**config.mk**
```make
export PLATFORM = sky130hd
export DESIGN_NAME = uart_cmd_ctrl
export DESIGN_NICKNAME = d
export VERILOG_FILES = /design/src/rtl/uart_cmd_pkg.sv /design/src/rtl/uart_tx_pacer.sv /design/src/rtl/uart_cmd_ctrl.sv
export SDC_FILE = /design/constraint.sdc
export NUM_CORES = 1
export LEC_CHECK = 0
export BUFFER_PORTS_ARGS = -buffer_cell sky130_fd_sc_hd__buf_4
export CORE_ASPECT_RATIO = 2
export CORE_MARGIN = 4
export CORE_UTILIZATION = 25
export DETAILED_ROUTE_END_ITERATION = 10
export SLEW_MARGIN = 0
export SYNTH_ARGS = -nofsm -noshare
export SYNTH_HDL_FRONTEND = slang
export SYNTH_SLANG_ARGS = --single-unit
```
**constraint.sdc**
```tcl
create_clock -name sys_clk -period 3.6 [get_ports sys_clk]
set_input_delay 0.18 -clock sys_clk [delete_from_list [all_inputs] [get_ports sys_clk]]
set_output_delay 0.18 -clock sys_clk [all_outputs]
set_load 0.03 [all_outputs]
```
**src/rtl/uart_cmd_pkg.sv**
```systemverilog
// Shared constants, command codes and state enums for the UART command controller.
package uart_cmd_pkg;

  localparam logic [7:0] SYNC_BYTE = 8'h55;
  localparam logic [7:0] ACK_BYTE  = 8'h06;
  localparam logic [7:0] NAK_BYTE  = 8'h15;
  localparam logic [7:0] KEY_BYTE  = 8'h11;

  localparam logic [7:0] CMD_SEG0  = 8'h10;
  localparam logic [7:0] CMD_LED   = 8'h20;
  localparam logic [7:0] CMD_READ  = 8'h30;
  localparam logic [7:0] CMD_PING  = 8'h40;

  typedef enum logic [1:0] {R_IDLE, R_CMD, R_ARG, R_CHK} rx_state_e;
  typedef enum logic {T_IDLE, T_GAP} tx_state_e;

  // Segment writes occupy 0x10..0x13; the low two bits pick the register.
  function automatic logic is_seg_cmd(input logic [7:0] cmd);
    return cmd[7:2] == CMD_SEG0[7:2];
  endfunction

  function automatic logic is_known_cmd(input logic [7:0] cmd);
    return is_seg_cmd(cmd) || (cmd == CMD_LED) || (cmd == CMD_READ) || (cmd == CMD_PING);
  endfunction

endpackage

```
**src/rtl/uart_tx_pacer.sv**
```systemverilog
// Paces bytes into the UART transmitter so consecutive sends are at least one frame apart.
module uart_tx_pacer
  import uart_cmd_pkg::*;
#(
  parameter int unsigned GAP_CYCLES = 4340
) (
  input  logic       clk,
  input  logic       rst_n,
  input  logic       push,
  input  logic [7:0] push_data,
  output logic       ready,
  output logic       uart_send,
  output logic [7:0] uart_data_in
);

  localparam int unsigned CW = $clog2(GAP_CYCLES + 1);

  tx_state_e     state_q, state_d;
  logic [CW-1:0] cnt_q, cnt_d;
  logic          send_q, send_d;
  logic [7:0]    data_q, data_d;
  logic          ready_q, ready_d;

  // Next-state: accept a push in T_IDLE, then hold off for GAP_CYCLES cycles.
  always_comb begin
    state_d = state_q;
    cnt_d   = cnt_q;
    send_d  = 1'b0;
    data_d  = data_q;
    case (state_q)
      T_IDLE: begin
        if (push) begin
          send_d  = 1'b1;
          data_d  = push_data;
          cnt_d   = CW'(GAP_CYCLES - 1);
          state_d = T_GAP;
        end
      end
      T_GAP: begin
        if (cnt_q == '0) begin
          state_d = T_IDLE;
        end else begin
          cnt_d = cnt_q - CW'(1);
        end
      end
    endcase
    ready_d = (state_d == T_IDLE);
  end

  // State and output registers.
  always_ff @(posedge clk) begin
    if (!rst_n) begin
      state_q <= T_IDLE;
      cnt_q   <= '0;
      send_q  <= 1'b0;
      data_q  <= 8'h00;
      ready_q <= 1'b1;
    end else begin
      state_q <= state_d;
      cnt_q   <= cnt_d;
      send_q  <= send_d;
      data_q  <= data_d;
      ready_q <= ready_d;
    end
  end

  assign ready        = ready_q;
  assign uart_send    = send_q;
  assign uart_data_in = data_q;

endmodule

```
**src/rtl/uart_cmd_ctrl.sv**
```systemverilog
// Parses 4-byte UART command frames, drives display/LED registers and arbitrates replies and key messages onto the shared transmitter.
module uart_cmd_ctrl
  import uart_cmd_pkg::*;
#(
  parameter int unsigned TX_GAP_CYCLES = 4340,
  parameter int unsigned RX_TIMEOUT    = 500000
) (
  input  logic       sys_clk,
  input  logic       sys_rst_n,
  input  logic       uart_rec,
  input  logic [7:0] uart_data_out,
  input  logic       key_req,
  output logic       uart_send,
  output logic [7:0] uart_data_in,
  output logic [7:0] seg_data0,
  output logic [7:0] seg_data1,
  output logic [7:0] seg_data2,
  output logic [7:0] seg_data3,
  output logic       led,
  output logic [7:0] err_cnt
);

  localparam int unsigned TW = $clog2(RX_TIMEOUT + 1);

  rx_state_e       rx_state_q, rx_state_d;
  logic [7:0]      cmd_q, cmd_d;
  logic [7:0]      arg_q, arg_d;
  logic [TW-1:0]   to_cnt_q, to_cnt_d;
  logic [3:0][7:0] seg_q, seg_d;
  logic            led_q, led_d;
  logic [7:0]      err_q, err_d;
  logic [7:0]      buf0_q, buf0_d;
  logic [7:0]      buf1_q, buf1_d;
  logic [1:0]      buf_cnt_q, buf_cnt_d;
  logic            key_pend_q, key_pend_d;

  logic            err_inc;
  logic            tx_ready;
  logic            tx_push;
  logic [7:0]      tx_push_data;

  // Next-state: TX arbitration, key capture, frame parsing, evaluation and timeout.
  always_comb begin
    rx_state_d   = rx_state_q;
    cmd_d        = cmd_q;
    arg_d        = arg_q;
    to_cnt_d     = to_cnt_q;
    seg_d        = seg_q;
    led_d        = led_q;
    err_d        = err_q;
    buf0_d       = buf0_q;
    buf1_d       = buf1_q;
    buf_cnt_d    = buf_cnt_q;
    key_pend_d   = key_pend_q;
    err_inc      = 1'b0;
    tx_push      = 1'b0;
    tx_push_data = buf0_q;

    // Reply bytes win; the buffer stays non-empty until both are out, so a key never splits a reply.
    if (tx_ready) begin
      if (buf_cnt_q != 2'd0) begin
        tx_push      = 1'b1;
        tx_push_data = buf0_q;
        buf0_d       = buf1_q;
        buf_cnt_d    = buf_cnt_q - 2'd1;
      end else if (key_pend_q) begin
        tx_push      = 1'b1;
        tx_push_data = KEY_BYTE;
        key_pend_d   = 1'b0;
      end
    end

    // A press seen while one is still pending (including its serve cycle) is dropped.
    if (key_req && !key_pend_q) begin
      key_pend_d = 1'b1;
    end

    case (rx_state_q)
      R_IDLE: begin
        if (uart_rec && (uart_data_out == SYNC_BYTE)) begin
          rx_state_d = R_CMD;
          to_cnt_d   = '0;
        end
      end
      R_CMD, R_ARG, R_CHK: begin
        if (uart_rec) begin
          to_cnt_d = '0;
          case (rx_state_q)
            R_CMD: begin
              cmd_d      = uart_data_out;
              rx_state_d = R_ARG;
            end
            R_ARG: begin
              arg_d      = uart_data_out;
              rx_state_d = R_CHK;
            end
            default: begin
              rx_state_d = R_IDLE;
              if (buf_cnt_q != 2'd0) begin
                err_inc = 1'b1;
              end else begin
                buf_cnt_d = 2'd2;
                buf0_d    = ACK_BYTE;
                buf1_d    = arg_q;
                if ((uart_data_out != 8'(cmd_q + arg_q)) || !is_known_cmd(cmd_q)) begin
                  buf0_d  = NAK_BYTE;
                  buf1_d  = cmd_q;
                  err_inc = 1'b1;
                end else if (is_seg_cmd(cmd_q)) begin
                  seg_d[cmd_q[1:0]] = arg_q;
                end else if (cmd_q == CMD_LED) begin
                  led_d = arg_q[0];
                end else if (cmd_q == CMD_READ) begin
                  buf1_d = seg_q[arg_q[1:0]];
                end
              end
            end
          endcase
        end else if (to_cnt_q == TW'(RX_TIMEOUT - 1)) begin
          rx_state_d = R_IDLE;
          to_cnt_d   = '0;
          err_inc    = 1'b1;
        end else begin
          to_cnt_d = to_cnt_q + TW'(1);
        end
      end
    endcase

    if (err_inc && (err_q != 8'hFF)) begin
      err_d = err_q + 8'd1;
    end
  end

  // State and resource registers.
  always_ff @(posedge sys_clk) begin
    if (!sys_rst_n) begin
      rx_state_q <= R_IDLE;
      cmd_q      <= 8'h00;
      arg_q      <= 8'h00;
      to_cnt_q   <= '0;
      seg_q      <= '0;
      led_q      <= 1'b0;
      err_q      <= 8'h00;
      buf0_q     <= 8'h00;
      buf1_q     <= 8'h00;
      buf_cnt_q  <= 2'd0;
      key_pend_q <= 1'b0;
    end else begin
      rx_state_q <= rx_state_d;
      cmd_q      <= cmd_d;
      arg_q      <= arg_d;
      to_cnt_q   <= to_cnt_d;
      seg_q      <= seg_d;
      led_q      <= led_d;
      err_q      <= err_d;
      buf0_q     <= buf0_d;
      buf1_q     <= buf1_d;
      buf_cnt_q  <= buf_cnt_d;
      key_pend_q <= key_pend_d;
    end
  end

  uart_tx_pacer #(
    .GAP_CYCLES (TX_GAP_CYCLES)
  ) u_pacer (
    .clk          (sys_clk),
    .rst_n        (sys_rst_n),
    .push         (tx_push),
    .push_data    (tx_push_data),
    .ready        (tx_ready),
    .uart_send    (uart_send),
    .uart_data_in (uart_data_in)
  );

  assign seg_data0 = seg_q[0];
  assign seg_data1 = seg_q[1];
  assign seg_data2 = seg_q[2];
  assign seg_data3 = seg_q[3];
  assign led       = led_q;
  assign err_cnt   = err_q;

endmodule

```
==> report_table.html, run 1 <==
<table>
<tr><th>Metric</th><th>Value</th></tr>
<tr><th colspan="2">Status</th></tr>
<tr><td>Run status</td><td>complete, no violations</td></tr>
<tr><th colspan="2">Cells and area</th></tr>
<tr><td>Post-layout instance count excluding filler cells</td><td>980</td></tr>
<tr><td>Antenna Diode Count</td><td>0</td></tr>
<tr><td>Share of layout cells above drive strength 1</td><td>0.193</td></tr>
<tr><td>Fin area</td><td>7140 um2</td></tr>
<tr><td>Number of nets in the finished design</td><td>715</td></tr>
<tr><td>Layout filler cell count</td><td>2384</td></tr>
<tr><td>Post-layout utilization of the core</td><td>0.314</td></tr>
<tr><td>Growth of design area from synthesis to finish</td><td>23.6%</td></tr>
<tr><th colspan="2">Clocking</th></tr>
<tr><td># H-tree levels</td><td>4</td></tr>
<tr><td>Total clock sinks</td><td>121</td></tr>
<tr><td># Post-CTS Setup Buffers</td><td>0</td></tr>
<tr><td>Inserted Clock Buffers</td><td>17</td></tr>
<tr><td>TritonCTS clock tree</td><td>built</td></tr>
<tr><td>Root Buffer</td><td>sky130_fd_sc_hd__clkbuf_16</td></tr>
<tr><td>Deepest clock path buffer count</td><td>2</td></tr>
<tr><td>Quantity of hold-fixing buffers added after cts</td><td>1</td></tr>
<tr><td>Clock latency of the later-clocked register in the worst-skew pair</td><td>420 ps</td></tr>
<tr><td>Gates resized, CTS repair</td><td>0</td></tr>
<tr><td>Clock-pin slew reported for the worst setup and hold paths after clock tree synthesis</td><td>60 ps</td></tr>
<tr><th colspan="2">Worst setup path</th></tr>
<tr><td>WP data required</td><td>3900 ps</td></tr>
<tr><td>Critical path fanouts, max</td><td>14</td></tr>
<tr><td>WP data arrival</td><td>3310 ps</td></tr>
<tr><td>Startpoint types</td><td>register</td></tr>
<tr><td>Endpoint type of the worst setup path</td><td>register</td></tr>
<tr><td>Path type of the worst setup path</td><td>reg -&gt; reg</td></tr>
<tr><td>Flop-to-flop setup slack</td><td>600 ps</td></tr>
<tr><th colspan="2">Synth</th></tr>
<tr><td>Primary FF master, synth</td><td>sky130_fd_sc_hd__dfxtp_1</td></tr>
<tr><td>Synth Warn #</td><td>0</td></tr>
<tr><td>Synth async-reset ratio</td><td>0</td></tr>
<tr><td>Number of enable flip-flop cells after synthesis</td><td>0</td></tr>
<tr><td>Number of instances in the synthesized netlist</td><td>622</td></tr>
<tr><td>Mean Syn Cell Area</td><td>9.29 um2</td></tr>
<tr><td>Flip-flop and latch count after synthesis</td><td>121</td></tr>
<tr><td>Synthesized cell area</td><td>5780 um2</td></tr>
<tr><td>Synth Net Count</td><td>650</td></tr>
<tr><td>Number of distinct library cell variants in the gate-level netlist after synthesis</td><td>64</td></tr>
<tr><td>Share of the yosys chip area belonging to registers</td><td>0.419</td></tr>
<tr><th colspan="2">Floorplanning</th></tr>
<tr><td>Number of top-level pins</td><td>62</td></tr>
<tr><td>Die Area</td><td>25800 um2</td></tr>
<tr><td>Core Rows</td><td>78</td></tr>
<tr><td>Effective utilization at floorplan</td><td>0.254</td></tr>
<tr><td>Die boundary width</td><td>116 um</td></tr>
<tr><td>Height of the die</td><td>223 um</td></tr>
<tr><td>Core ar.</td><td>22700 um2</td></tr>
<tr><th colspan="2">STA</th></tr>
<tr><td>Setup tns final</td><td>0 ps</td></tr>
<tr><td>Worst-case headroom to the max-slew limit</td><td>0.539</td></tr>
<tr><td>Clock Skews</td><td>8.33 ps</td></tr>
<tr><td>Setup WS post-layout</td><td>597 ps</td></tr>
<tr><td>Setup repair after global routing missed its margin</td><td>false</td></tr>
<tr><td>Final setup violation count</td><td>0</td></tr>
<tr><td>Slew @ Worst Pin</td><td>691 ps</td></tr>
<tr><td>Tcrit/Tclk final</td><td>0.834</td></tr>
<tr><td>Final worst path period need</td><td>3000 ps</td></tr>
<tr><td>Fmax</td><td>333 MHz</td></tr>
<tr><td>Number of slew-limit violations in the final report</td><td>0</td></tr>
<tr><td>Final number of hold-violating endpoints</td><td>0</td></tr>
<tr><th colspan="2">Global route</th></tr>
<tr><td>Global-route wire length before repair</td><td>24.0 mm</td></tr>
<tr><td>Initial antenna violation count</td><td>0</td></tr>
<tr><td>Global-route usage over all layers</td><td>0.119</td></tr>
<tr><td>Total global routing overflow</td><td>0</td></tr>
<tr><td>Busiest layer in global routing</td><td>met2</td></tr>
<tr><td>Met3 Usage GRT</td><td>0.0261</td></tr>
<tr><td>Vias in the first global route</td><td>4572</td></tr>
<tr><td>Pin count of the biggest net entering global routing</td><td>55</td></tr>
<tr><td>Met2 Use GR</td><td>0.217</td></tr>
<tr><td>GR met1 Demand/Resource</td><td>0.124</td></tr>
<tr><th colspan="2">Placement</th></tr>
<tr><td>Estimated wirelength of the detail-placed design</td><td>10.9 mm</td></tr>
<tr><td>Placed Area</td><td>6550 um2</td></tr>
<tr><td>Count of buffers inserted at the top-level ports</td><td>61</td></tr>
<tr><td>Gpl congestion</td><td>0.811</td></tr>
<tr><td>Number of cells after detailed placement</td><td>947</td></tr>
<tr><td>Worst Setup Slack post-DPL</td><td>590 ps</td></tr>
<tr><th colspan="2">Drt</th></tr>
<tr><td>Drt total wl</td><td>14.6 mm</td></tr>
<tr><td>DR vias</td><td>4560</td></tr>
<tr><td>Routed length per placed instance</td><td>14.9 um</td></tr>
<tr><td>Antenna Violating Nets Remaining</td><td>0</td></tr>
<tr><td>Detail-routed via count per cell</td><td>4.65</td></tr>
<tr><td>Starting DRT DRC Count</td><td>167</td></tr>
<tr><td>Remaining DRCs</td><td>0</td></tr>
<tr><td>Drt pass-1 iters</td><td>6</td></tr>
<tr><th colspan="2">Power</th></tr>
<tr><td>Leakage Power</td><td>2.97 nW</td></tr>
<tr><td>PD cells</td><td>519 nW/um2</td></tr>
<tr><td>Peak supply drop</td><td>0.000386 V</td></tr>
<tr><th colspan="2">Job</th></tr>
<tr><td>Count of max-cap constraint violations</td><td>0</td></tr>
<tr><th colspan="2">Min path</th></tr>
<tr><td>Min-delay worst type</td><td>in -&gt; reg</td></tr>
</table>
-- cells by family (layout without fill, tap and decap cells) --
group,after synthesis,in the layout,share of synthesized area
and+or+nand+nor,258,258,0.226
DFF,121,121,0.419
AOI/OAI and AO/OA,83,83,0.0976
muxes,68,68,0.132
xor gates and xnor gates,41,41,0.0621
buffers and inverters,35,113,0.0264
adders and majority gates,16,16,0.0359
-- cells in the final DEF, fill, tap and decap left out, types with 6 or more instances in the layout --
cell and count:
sky130_fd_sc_hd__dfxtp_1 121, sky130_fd_sc_hd__nand2_1 101, sky130_fd_sc_hd__buf_4 70, sky130_fd_sc_hd__nor2_1 58, sky130_fd_sc_hd__mux2i_1 54, sky130_fd_sc_hd__a21oi_1 31, sky130_fd_sc_hd__nand3_1 27, sky130_fd_sc_hd__xor2_1 24
sky130_fd_sc_hd__xnor2_1 17, sky130_fd_sc_hd__clkbuf_16 17, sky130_fd_sc_hd__ha_1 15, sky130_fd_sc_hd__o21ai_0 12, sky130_fd_sc_hd__nor3_1 10, sky130_fd_sc_hd__inv_1 9, sky130_fd_sc_hd__and3_1 9, sky130_fd_sc_hd__a211oi_1 8
sky130_fd_sc_hd__nand2b_1 8, sky130_fd_sc_hd__mux2_2 8, sky130_fd_sc_hd__mux4_2 6, sky130_fd_sc_hd__a22o_1 6
-- layer usage --
metal	up-vias	share of wire
li1	2319	-
met1	2142	0.39
met4	0	0.031
met5	-	0
met2	75	0.55
met3	24	0.025
-- stage by stage --
step                total power, mW  hold WS (ps)
CTS                            3.75          16.9
global placement               2.08           409
global route                   3.88          44.3
detailed placement             2.08           416
finish                         3.71          35.4
floorplan                      1.94           296
-- Yosys cell counts (all sizes together) (4+ instances only) --
cell type | n | area share
nand4 | 6 | 0.014
mux2i | 54 | 0.094
and3 | 11 | 0.012
a22o | 6 | 0.0091
mux2 | 8 | 0.016
or3 | 5 | 0.0054
clkbuf | 17 | 0.011
xnor2 | 17 | 0.026
ha | 15 | 0.032
nand3 | 29 | 0.028
nor3 | 13 | 0.015
dfxtp | 121 | 0.42
nand2 | 101 | 0.066
a211oi | 8 | 0.010
inv | 9 | 0.0058
a21oi | 31 | 0.027
mux4 | 6 | 0.023
buf | 8 | 0.0089
nor2 | 60 | 0.041
o31ai | 4 | 0.0052
o21ai | 17 | 0.015
nand2b | 8 | 0.0087
xor2 | 24 | 0.036
-- state kept, by name, summed over array words and instances (netlist names), 2 cells and up --
| name | cells |
|---|---|
| to_cnt_q | 19 |
| u_pacer.cnt_q | 13 |
| arg_q | 8 |
| buf0_q | 8 |
| buf1_q | 8 |
| cmd_q | 8 |
| err_cnt | 8 |
| seg_data0 | 8 |
| seg_data1 | 8 |
| seg_data2 | 8 |
| seg_data3 | 8 |
| u_pacer.uart_data_in | 8 |
| buf_cnt_q | 2 |
| rx_state_q | 2 |
-- path summary, 6_finish.rpt --
| check | startpoint | endpoint | depth (start not counted) |
|---|---|---|---|
| worst min-delay path | uart_data_out[5] | arg_q[5] | 3 |
| worst min register to register | buf1_q[5] | buf0_q[5] | 2 |
| worst max-delay path | cmd_q[0] | seg_data2[3] | 10 |
| worst max register to register | cmd_q[0] | seg_data2[3] | 10 |
-- critical path: stages (launching register included) --
cell and delay (ps):
sky130_fd_sc_hd__dfxtp_1 380, sky130_fd_sc_hd__ha_1 270, sky130_fd_sc_hd__fa_1 430, sky130_fd_sc_hd__xnor2_1 210, sky130_fd_sc_hd__xnor2_1 120, sky130_fd_sc_hd__a2111oi_4 380
sky130_fd_sc_hd__nand4_4 180, sky130_fd_sc_hd__nor3_4 200, sky130_fd_sc_hd__buf_4 290, sky130_fd_sc_hd__nand4_4 260, sky130_fd_sc_hd__mux2i_1 180
-- power by group --
| part | total, mW | switching (mW) | internal, mW |
|---|---|---|---|
| logic | 0.542 | 0.327 | 0.215 |
| registers | 1.51 | 0.0842 | 1.43 |
| clock network | 1.65 | 0.642 | 1.01 |
| total | 3.71 | 1.05 | 2.66 |
-- area by class of cell --
type                    count  area [um2]  share of cell area
flip-flops and latches    121        2420               0.339
repair buffers             71         536              0.0750
clock buffers              20         467              0.0653
inverters                  10        37.5             0.00525
clock inverters            12         113              0.0158
well taps                 280         350              0.0490
multi-input cells         466        3220               0.451
No activity file was read; power rests on OpenSTA's default activity.
==> run 2, diff against run 1 <==
- clock period: 3.6 -> 2.5 ns (I/O delays scaled with it)
==> run 2 against run 1 <==
Against the previous run: the flow now finishes with violations (setup timing); die area unchanged; cell area is 6.3% higher; non-clock buffer count is 37 higher; sequential share of layout area down 1.9 points; register-to-register slack got worse by 710 ps; wire length grew 5.8%; critical endpoint is now err_cnt[6]; largest power group unchanged.
==> report_table.html, run 2 (synthesis gave the netlist of run 1 again) <==
<table>
<tr><th>Metric</th><th>Value</th></tr>
<tr><th colspan="2">Status</th></tr>
<tr><td>Run status</td><td>finished with violations</td></tr>
<tr><td>Violated checks</td><td>setup timing</td></tr>
<tr><th colspan="2">Drt</th></tr>
<tr><td>DR vias</td><td>4776 (+4.7%)</td></tr>
<tr><td>Remaining DRCs</td><td>0 (unchanged)</td></tr>
<tr><td>Drt total wl</td><td>15.4 mm (+5.8%)</td></tr>
<tr><td>Detail-routed via count per cell</td><td>4.70 (+1.0%)</td></tr>
<tr><td>Routed length per placed instance</td><td>15.2 um (+2.0%)</td></tr>
<tr><td>Drt pass-1 iters</td><td>4 (-2)</td></tr>
<tr><td>Antenna Violating Nets Remaining</td><td>0 (unchanged)</td></tr>
<tr><td>Starting DRT DRC Count</td><td>149 (-11%)</td></tr>
<tr><th colspan="2">Global route</th></tr>
<tr><td>Initial antenna violation count</td><td>0 (unchanged)</td></tr>
<tr><td>Global-route usage over all layers</td><td>0.122 (+0.00352)</td></tr>
<tr><td>Total global routing overflow</td><td>0 (unchanged)</td></tr>
<tr><td>Vias in the first global route</td><td>4897 (+7.1%)</td></tr>
<tr><td>Pin count of the biggest net entering global routing</td><td>54 (-1.8%)</td></tr>
<tr><td>Global-route wire length before repair</td><td>24.9 mm (+3.9%)</td></tr>
<tr><th colspan="2">Power</th></tr>
<tr><td>Leakage Power</td><td>3.21 nW (+7.9%)</td></tr>
<tr><td>Peak supply drop</td><td>0.000446 V (+16%)</td></tr>
<tr><td>PD cells</td><td>734 nW/um2 (+41%)</td></tr>
<tr><td>Total chip power</td><td>5.57 mW (+50%)</td></tr>
<tr><th colspan="2">STA</th></tr>
<tr><td>Number of slew-limit violations in the final report</td><td>0 (unchanged)</td></tr>
<tr><td>Setup repair after global routing missed its margin</td><td>true</td></tr>
<tr><td>Setup WS post-layout</td><td>-111 ps (-708 ps)</td></tr>
<tr><td>Worst hold margin</td><td>32.0 ps (-3.47 ps)</td></tr>
<tr><td>Final setup violation count</td><td>37 (+37)</td></tr>
<tr><td>Worst-case headroom to the max-slew limit</td><td>0.581 (+0.0412)</td></tr>
<tr><td>Slew @ Worst Pin</td><td>627 ps (-63.6 ps)</td></tr>
<tr><td>Final worst path period need</td><td>2610 ps (-392 ps)</td></tr>
<tr><td>Fmax</td><td>383 MHz (+15%)</td></tr>
<tr><td>Final number of hold-violating endpoints</td><td>0 (unchanged)</td></tr>
<tr><td>Clock Skews</td><td>11.4 ps (+3.10 ps)</td></tr>
<tr><td>Tcrit/Tclk final</td><td>1.04 (+0.210)</td></tr>
<tr><td>Setup tns final</td><td>-1940 ps (-1940 ps)</td></tr>
<tr><th colspan="2">Floorplanning</th></tr>
<tr><td>Core Rows</td><td>78 (unchanged)</td></tr>
<tr><td>Number of top-level pins</td><td>62 (unchanged)</td></tr>
<tr><td>Core ar.</td><td>22700 um2 (unchanged)</td></tr>
<tr><td>Die Area</td><td>25800 um2 (unchanged)</td></tr>
<tr><td>Height of the die</td><td>223 um (unchanged)</td></tr>
<tr><td>Die boundary width</td><td>116 um (unchanged)</td></tr>
<tr><td>Effective utilization at floorplan</td><td>0.254 (unchanged)</td></tr>
<tr><th colspan="2">Worst setup path</th></tr>
<tr><td>FF-to-FF End</td><td>err_cnt[6]</td></tr>
<tr><td>Critical path fanouts, max</td><td>5 (-9)</td></tr>
<tr><td>Largest stage delay on the critical path</td><td>520 ps (+90 ps)</td></tr>
<tr><td>Chain of cells forming the critical path</td><td>ha_4 -&gt; fa_2 -&gt; a211oi_2 -&gt; o21bai_1 -&gt; a21oi_2 -&gt; xnor2_2 -&gt; o41ai_4 -&gt; or4b_1 -&gt; o211a_1</td></tr>
<tr><td>Critical Path Stages</td><td>9 (-1)</td></tr>
<tr><td>Path type of the worst setup path</td><td>reg -&gt; reg</td></tr>
<tr><td>Depth of the most critical reg-to-reg path</td><td>9 (-1)</td></tr>
<tr><td>Slowest cell on the critical path</td><td>sky130_fd_sc_hd__or4b_1</td></tr>
<tr><td>Startpoint types</td><td>register</td></tr>
<tr><td>Flop-to-flop setup slack</td><td>-110 ps (-710 ps)</td></tr>
<tr><td>Startpoint of the most critical register-to-register path</td><td>cmd_q[0]</td></tr>
<tr><td>WP data arrival</td><td>2910 ps (-400 ps)</td></tr>
<tr><td>Gate family responsible for the most delay along the worst path</td><td>compound AO/OA/AOI/OAI gates</td></tr>
<tr><td>Total buffers and inverters traversed by the critical path</td><td>0 (-1)</td></tr>
<tr><td>WP data required</td><td>2800 ps (-1100 ps)</td></tr>
<tr><td>Endpoint type of the worst setup path</td><td>register</td></tr>
<tr><th colspan="2">Cells and area</th></tr>
<tr><td>Largest reg by FF count</td><td>to_cnt_q</td></tr>
<tr><td>Number of flip-flops in the largest register</td><td>19 (unchanged)</td></tr>
<tr><td>Growth of design area from synthesis to finish</td><td>31.3%</td></tr>
<tr><td>Most frequent standard cell in the layout excluding fill and tap cells</td><td>sky130_fd_sc_hd__dfxtp_1</td></tr>
<tr><td>Most frequent cells in the layout</td><td>sky130_fd_sc_hd__dfxtp_1, sky130_fd_sc_hd__nand2_1, sky130_fd_sc_hd__buf_4</td></tr>
<tr><td>Share of layout cells above drive strength 1</td><td>0.243 (+0.0503)</td></tr>
<tr><td>Post-layout instance count excluding filler cells</td><td>1016 (+3.7%)</td></tr>
<tr><td>Fin area</td><td>7590 um2 (+6.3%)</td></tr>
<tr><td>Number of nets in the finished design</td><td>753 (+5.3%)</td></tr>
<tr><td>Largest regs</td><td>to_cnt_q x19, u_pacer.cnt_q x13</td></tr>
<tr><td>Post-layout utilization of the core</td><td>0.334 (+0.0198)</td></tr>
<tr><td>Antenna Diode Count</td><td>0 (unchanged)</td></tr>
<tr><th colspan="2">Min path</th></tr>
<tr><td>Hold Path Sink</td><td>arg_q[5]</td></tr>
<tr><td>Hold path cells</td><td>3 (unchanged)</td></tr>
<tr><td>Startpoint of the tightest hold check path</td><td>uart_data_out[5]</td></tr>
<tr><td>Min-delay worst type</td><td>in -&gt; reg</td></tr>
<tr><th colspan="2">Placement</th></tr>
<tr><td>Placed Area</td><td>6770 um2 (+3.3%)</td></tr>
<tr><td>Gpl congestion</td><td>0.806 (-0.65%)</td></tr>
<tr><td>Number of cells after detailed placement</td><td>971 (+2.5%)</td></tr>
<tr><td>Estimated wirelength of the detail-placed design</td><td>11.3 mm (+4.2%)</td></tr>
<tr><td>Worst Setup Slack post-DPL</td><td>-191 ps (-781 ps)</td></tr>
<tr><td>Count of buffers inserted at the top-level ports</td><td>61 (unchanged)</td></tr>
<tr><th colspan="2">Clocking</th></tr>
<tr><td>Total clock sinks</td><td>121 (unchanged)</td></tr>
<tr><td>Clock latency of the later-clocked register in the worst-skew pair</td><td>410 ps (about the same)</td></tr>
<tr><td>Inserted Clock Buffers</td><td>17 (unchanged)</td></tr>
<tr><td>Clock-pin slew reported for the worst setup and hold paths after clock tree synthesis</td><td>60 ps (about the same)</td></tr>
<tr><td>Deepest clock path buffer count</td><td>2 (unchanged)</td></tr>
<tr><td># H-tree levels</td><td>4 (unchanged)</td></tr>
<tr><td>TritonCTS clock tree</td><td>built</td></tr>
<tr><td>Root Buffer</td><td>sky130_fd_sc_hd__clkbuf_16</td></tr>
<tr><th colspan="2">Job</th></tr>
<tr><td>Count of max-cap constraint violations</td><td>0 (unchanged)</td></tr>
</table>
## run 2: how the worst max path moves through the flow
stage	start	end	slack, ps
2_1_floorplan	cmd_q[0]	seg_data1[1]	-140
3_5_place_dp	cmd_q[0]	err_cnt[0]	-190
6_report	cmd_q[0]	err_cnt[6]	-110
3_3_place_gp	cmd_q[0]	err_cnt[0]	-160
4_1_cts	cmd_q[0]	err_cnt[1]	-100
5_1_grt	cmd_q[0]	err_cnt[6]	-240
## run 2: layout make-up
type	instances	area, um2
clock inverter	11	149
inverter	10	37.5
sequential	121	2430
timing repair buffer	108	855
fill	2327	15100
multi-input combinational	467	3330
clock buffer	19	443
tap	280	350
## run 2: power by group
group,internal (mW),switching [mW],leakage (nW)
Sequential,2.06,0.120,0.981
Combinational,0.411,0.512,1.94
Clock,1.58,0.890,0.289
## run 2: worst reg2reg max path: stages, from the launching register on
cell and delay (ps):
sky130_fd_sc_hd__dfxtp_4 350, sky130_fd_sc_hd__ha_4 160, sky130_fd_sc_hd__fa_2 370, sky130_fd_sc_hd__a211oi_2 230, sky130_fd_sc_hd__o21bai_1 120, sky130_fd_sc_hd__a21oi_2 180
sky130_fd_sc_hd__xnor2_2 240, sky130_fd_sc_hd__o41ai_4 200, sky130_fd_sc_hd__or4b_1 530, sky130_fd_sc_hd__o211a_1 130
## run 2: repair_timing
action / 4_1_cts / 5_1_grt
pin swaps: 7 / 4
setup endpoints to repair: 45 / 55
setup buffers: 4 / 2
resized for setup: 11 / 7
hold endpoints to repair: 11 / 0
gates cloned: 1 / 0
hold buffers: 8 / 0
## run 2: per-layer routing
| metal | vias to the layer above | wire, um | track usage | share of wire |
|---|---|---|---|---|
| li1 | 2392 | - | - | - |
| met1 | 2274 | 5800 | 0.122 | 0.38 |
| met2 | 78 | 8660 | 0.232 | 0.56 |
| met3 | 32 | 365 | 0.0214 | 0.024 |
| met4 | 0 | 579 | 0.0633 | 0.038 |
| met5 | - | 0 | 0 | 0 |
==> run 3, diff against run 2 <==
==> constraint.sdc (replaced) <==
create_clock -name sys_clk -period 2.5 [get_ports sys_clk]
set_input_delay 0.375 -clock sys_clk [delete_from_list [all_inputs] [get_ports sys_clk]]
set_output_delay 0.375 -clock sys_clk [all_outputs]
set_load 0.03 [all_outputs]
==> run 3 against run 2 <==
Against the previous run: the run still ends with setup timing left; via count rose by 0.10%; global-route usage is 0.25 points higher; clock skew fell by 0.69 ps; sequential power is essentially flat; die area unchanged; first-iteration DRC count up 11%; highest routed layer unchanged; clock power up 2%; fmax is 0.32% higher.
==> report_table.html, run 3 (synthesis gave the netlist of run 1 again) <==
<table>
<tr><th>Metric</th><th>Value</th></tr>
<tr><th colspan="2">Global route</th></tr>
<tr><td>Pin count of the biggest net entering global routing</td><td>54 (unchanged)</td></tr>
<tr><td>Total global routing overflow</td><td>0 (unchanged)</td></tr>
<tr><td>Initial antenna violation count</td><td>0 (unchanged)</td></tr>
<tr><td>Vias in the first global route</td><td>4906 (+0.18%)</td></tr>
<tr><td>Global-route usage over all layers</td><td>0.125 (+0.00247)</td></tr>
<tr><td>Global-route wire length before repair</td><td>25.3 mm (+1.4%)</td></tr>
<tr><th colspan="2">Floorplanning</th></tr>
<tr><td>Number of top-level pins</td><td>62 (unchanged)</td></tr>
<tr><td>Core ar.</td><td>22700 um2 (unchanged)</td></tr>
<tr><td>Die boundary width</td><td>116 um (unchanged)</td></tr>
<tr><td>Core Rows</td><td>78 (unchanged)</td></tr>
<tr><td>Height of the die</td><td>223 um (unchanged)</td></tr>
<tr><td>Effective utilization at floorplan</td><td>0.254 (unchanged)</td></tr>
<tr><td>Die Area</td><td>25800 um2 (unchanged)</td></tr>
<tr><th colspan="2">Clocking</th></tr>
<tr><td>Clock-pin slew reported for the worst setup and hold paths after clock tree synthesis</td><td>60 ps (about the same)</td></tr>
<tr><td># H-tree levels</td><td>4 (unchanged)</td></tr>
<tr><td>TritonCTS clock tree</td><td>built</td></tr>
<tr><td>Total clock sinks</td><td>121 (unchanged)</td></tr>
<tr><td>Root Buffer</td><td>sky130_fd_sc_hd__clkbuf_16</td></tr>
<tr><td>Inserted Clock Buffers</td><td>17 (unchanged)</td></tr>
<tr><td>Clock latency of the later-clocked register in the worst-skew pair</td><td>420 ps (about the same)</td></tr>
<tr><td>Deepest clock path buffer count</td><td>2 (unchanged)</td></tr>
<tr><th colspan="2">STA</th></tr>
<tr><td>Number of slew-limit violations in the final report</td><td>0 (unchanged)</td></tr>
<tr><td>Final setup violation count</td><td>48 (+30%)</td></tr>
<tr><td>Setup repair after global routing missed its margin</td><td>true</td></tr>
<tr><td>Clock Skews</td><td>10.7 ps (-0.694 ps)</td></tr>
<tr><td>Worst hold margin</td><td>172 ps (+140 ps)</td></tr>
<tr><td>Slew @ Worst Pin</td><td>623 ps (-4.44 ps)</td></tr>
<tr><td>Fmax</td><td>384 MHz (+0.32%)</td></tr>
<tr><td>Final number of hold-violating endpoints</td><td>0 (unchanged)</td></tr>
<tr><td>Tcrit/Tclk final</td><td>1.04 (-0.00338)</td></tr>
<tr><td>Final worst path period need</td><td>2600 ps (-8.44 ps)</td></tr>
<tr><td>Worst-case headroom to the max-slew limit</td><td>0.584 (+0.00296)</td></tr>
<tr><td>Setup WS post-layout</td><td>-103 ps (+8.44 ps)</td></tr>
<tr><th colspan="2">Worst setup path</th></tr>
<tr><td>Total buffers and inverters traversed by the critical path</td><td>2 (+2)</td></tr>
<tr><td>Flop-to-flop setup slack</td><td>-100 ps (about the same)</td></tr>
<tr><td>Largest stage delay on the critical path</td><td>550 ps (+30 ps)</td></tr>
<tr><td>Critical path launch point</td><td>cmd_q[0]</td></tr>
<tr><td>Critical path fanouts, max</td><td>5 (unchanged)</td></tr>
<tr><td>Critical Path Stages</td><td>10 (+1)</td></tr>
<tr><td>Crit path capture</td><td>err_cnt[6]</td></tr>
<tr><td>Startpoint types</td><td>register</td></tr>
<tr><td>WP data arrival</td><td>2910 ps (about the same)</td></tr>
<tr><td>Chain of cells forming the critical path</td><td>ha_4 -&gt; fa_2 -&gt; xor2_2 -&gt; a2111oi_4 -&gt; nand4_4 -&gt; buf_4 -&gt; o41ai_4 -&gt; buf_4 -&gt; nor2_1 -&gt; o211a_1</td></tr>
<tr><td>Gate family responsible for the most delay along the worst path</td><td>compound AO/OA/AOI/OAI gates</td></tr>
<tr><td>FF-to-FF End</td><td>err_cnt[6]</td></tr>
<tr><td>Startpoint of the most critical register-to-register path</td><td>cmd_q[0]</td></tr>
<tr><td>Path type of the worst setup path</td><td>reg -&gt; reg</td></tr>
<tr><td>Endpoint type of the worst setup path</td><td>register</td></tr>
<tr><td>Cell type with the highest occurrence count on the critical path</td><td>sky130_fd_sc_hd__buf_4</td></tr>
<tr><td>WP data required</td><td>2810 ps (about the same)</td></tr>
<tr><td>Slowest cell on the critical path</td><td>sky130_fd_sc_hd__fa_2</td></tr>
<tr><td>Depth of the most critical reg-to-reg path</td><td>10 (+1)</td></tr>
<tr><th colspan="2">Placement</th></tr>
<tr><td>Gpl congestion</td><td>0.808 (+0.24%)</td></tr>
<tr><td>Placed Area</td><td>6780 um2 (+0.15%)</td></tr>
<tr><td>Number of cells after detailed placement</td><td>974 (+0.31%)</td></tr>
<tr><td>Count of buffers inserted at the top-level ports</td><td>61 (unchanged)</td></tr>
<tr><td>Estimated wirelength of the detail-placed design</td><td>11.6 mm (+1.8%)</td></tr>
<tr><th colspan="2">Cells and area</th></tr>
<tr><td>Growth of design area from synthesis to finish</td><td>32.1%</td></tr>
<tr><td>Post-layout instance count excluding filler cells</td><td>1018 (+0.20%)</td></tr>
<tr><td>Largest reg by FF count</td><td>to_cnt_q</td></tr>
<tr><td>Most frequent standard cell in the layout excluding fill and tap cells</td><td>sky130_fd_sc_hd__dfxtp_1</td></tr>
<tr><td>Number of nets in the finished design</td><td>753 (unchanged)</td></tr>
<tr><td>Largest regs</td><td>to_cnt_q x19, u_pacer.cnt_q x13</td></tr>
<tr><td>Most frequent cells in the layout</td><td>sky130_fd_sc_hd__dfxtp_1, sky130_fd_sc_hd__buf_4, sky130_fd_sc_hd__nand2_1</td></tr>
<tr><td>Number of flip-flops in the largest register</td><td>19 (unchanged)</td></tr>
<tr><td>Antenna Diode Count</td><td>0 (unchanged)</td></tr>
<tr><td>Fin area</td><td>7640 um2 (+0.59%)</td></tr>
<tr><td>Share of layout cells above drive strength 1</td><td>0.268 (+0.0251)</td></tr>
<tr><th colspan="2">Drt</th></tr>
<tr><td>Antenna Violating Nets Remaining</td><td>0 (unchanged)</td></tr>
<tr><td>DRT met1 WL</td><td>5.72 mm (-1.4%)</td></tr>
<tr><td>Drt pass-1 iters</td><td>4 (unchanged)</td></tr>
<tr><td>Drt total wl</td><td>15.5 mm (+0.63%)</td></tr>
<tr><td>Remaining DRCs</td><td>0 (unchanged)</td></tr>
<tr><td>DR vias</td><td>4781 (+0.10%)</td></tr>
<tr><td>Starting DRT DRC Count</td><td>165 (+11%)</td></tr>
<tr><td>Top Metal Used</td><td>met4</td></tr>
<tr><td>Routed length per placed instance</td><td>15.2 um (+0.43%)</td></tr>
<tr><td>Detail-routed via count per cell</td><td>4.70 (about the same)</td></tr>
<tr><td>Met3 wire len</td><td>514 um (+41%)</td></tr>
<tr><td>Met2 wire len</td><td>8.72 mm (+0.70%)</td></tr>
<tr><th colspan="2">Power</th></tr>
<tr><td>Leakage Power</td><td>3.23 nW (+0.78%)</td></tr>
<tr><td>Total chip power</td><td>5.59 mW (+0.22%)</td></tr>
<tr><td>PD cells</td><td>731 nW/um2 (-0.37%)</td></tr>
<tr><td>Peak supply drop</td><td>0.000693 V (+55%)</td></tr>
<tr><th colspan="2">Job</th></tr>
<tr><td>Count of max-cap constraint violations</td><td>0 (unchanged)</td></tr>
<tr><th colspan="2">Min path</th></tr>
<tr><td>Startpoint of the tightest hold check path</td><td>key_req</td></tr>
<tr><td>Min-delay worst type</td><td>in -&gt; reg</td></tr>
<tr><td>Hold path cells</td><td>3 (unchanged)</td></tr>
<tr><th colspan="2">Status</th></tr>
<tr><td>Run status</td><td>finished with violations</td></tr>
<tr><td>Violated checks</td><td>setup timing</td></tr>
</table>
[run 3: cell count changes in the layout (fill, tap and decap cells not counted), moves of 2 or more]
cell / change
sky130_fd_sc_hd__buf_4: +8
sky130_fd_sc_hd__dlygate4sd3_1: -8
sky130_fd_sc_hd__a211oi_1: -3
sky130_fd_sc_hd__a211oi_2: +3
sky130_fd_sc_hd__inv_6: +3
sky130_fd_sc_hd__mux2i_1: -2
sky130_fd_sc_hd__mux2i_2: +2
[run 3: worst min-delay path by stage]
stage | endpoint | slack (ps)
floorplan | buf0_q[3] | 430
global placement | buf0_q[7] | 450
detailed placement | buf0_q[3] | 450
CTS | key_pend_q | 160
global route | key_pend_q | 190
finish | key_pend_q | 170
[run 3: worst min-delay path, cell delays in order]
cell and delay [ps]:
sky130_fd_sc_hd__buf_4 80, sky130_fd_sc_hd__nor2_1 30, sky130_fd_sc_hd__nor2_1 70
[run 3: layout make-up]
| type | count | area (um2) |
|---|---|---|
| clock buffer | 20 | 468 |
| clock inverter | 12 | 139 |
| fill | 2347 | 15100 |
| inverter | 10 | 37.5 |
| multi-input combinational | 467 | 3380 |
| sequential | 121 | 2430 |
| tap | 280 | 350 |
| timing repair buffer | 108 | 830 |
[run 3: timing repair]
action                                  4_1_cts  5_1_grt
cloned                                        1        0
resized for setup                             8       22
endpoints found under the setup margin       45       68
setup buffers                                 3        8
hold buffers                                  0        0
pin swaps                                     3       17
[run 3: per-layer routing]
metal	global-route usage	vias to the layer above
met2	0.231	89
met1	0.127	2270
li1	-	2393
met4	0.0679	0
met3	0.0250	29
met5	0	-
[run 3: through the flow]
step / util / worst slack (ps) / setup TNS (ps)
global placement: 0.298 / -136 / -3070
floorplan: - / -144 / -2280
detailed placement: 0.298 / -157 / -4500
global route: 0.336 / -252 / -10130
finish: 0.336 / -103 / -2550
CTS: 0.328 / -134 / -3800
[run 3: where the power goes]
group / leakage (nW) / internal (mW) / total, mW / switching (mW)
Sequential: 0.981 / 2.06 / 2.18 / 0.121
Combinational: 1.95 / 0.390 / 0.897 / 0.506
Clock: 0.296 / 1.56 / 2.51 / 0.947
Total: 3.23 / 4.01 / 5.59 / 1.57
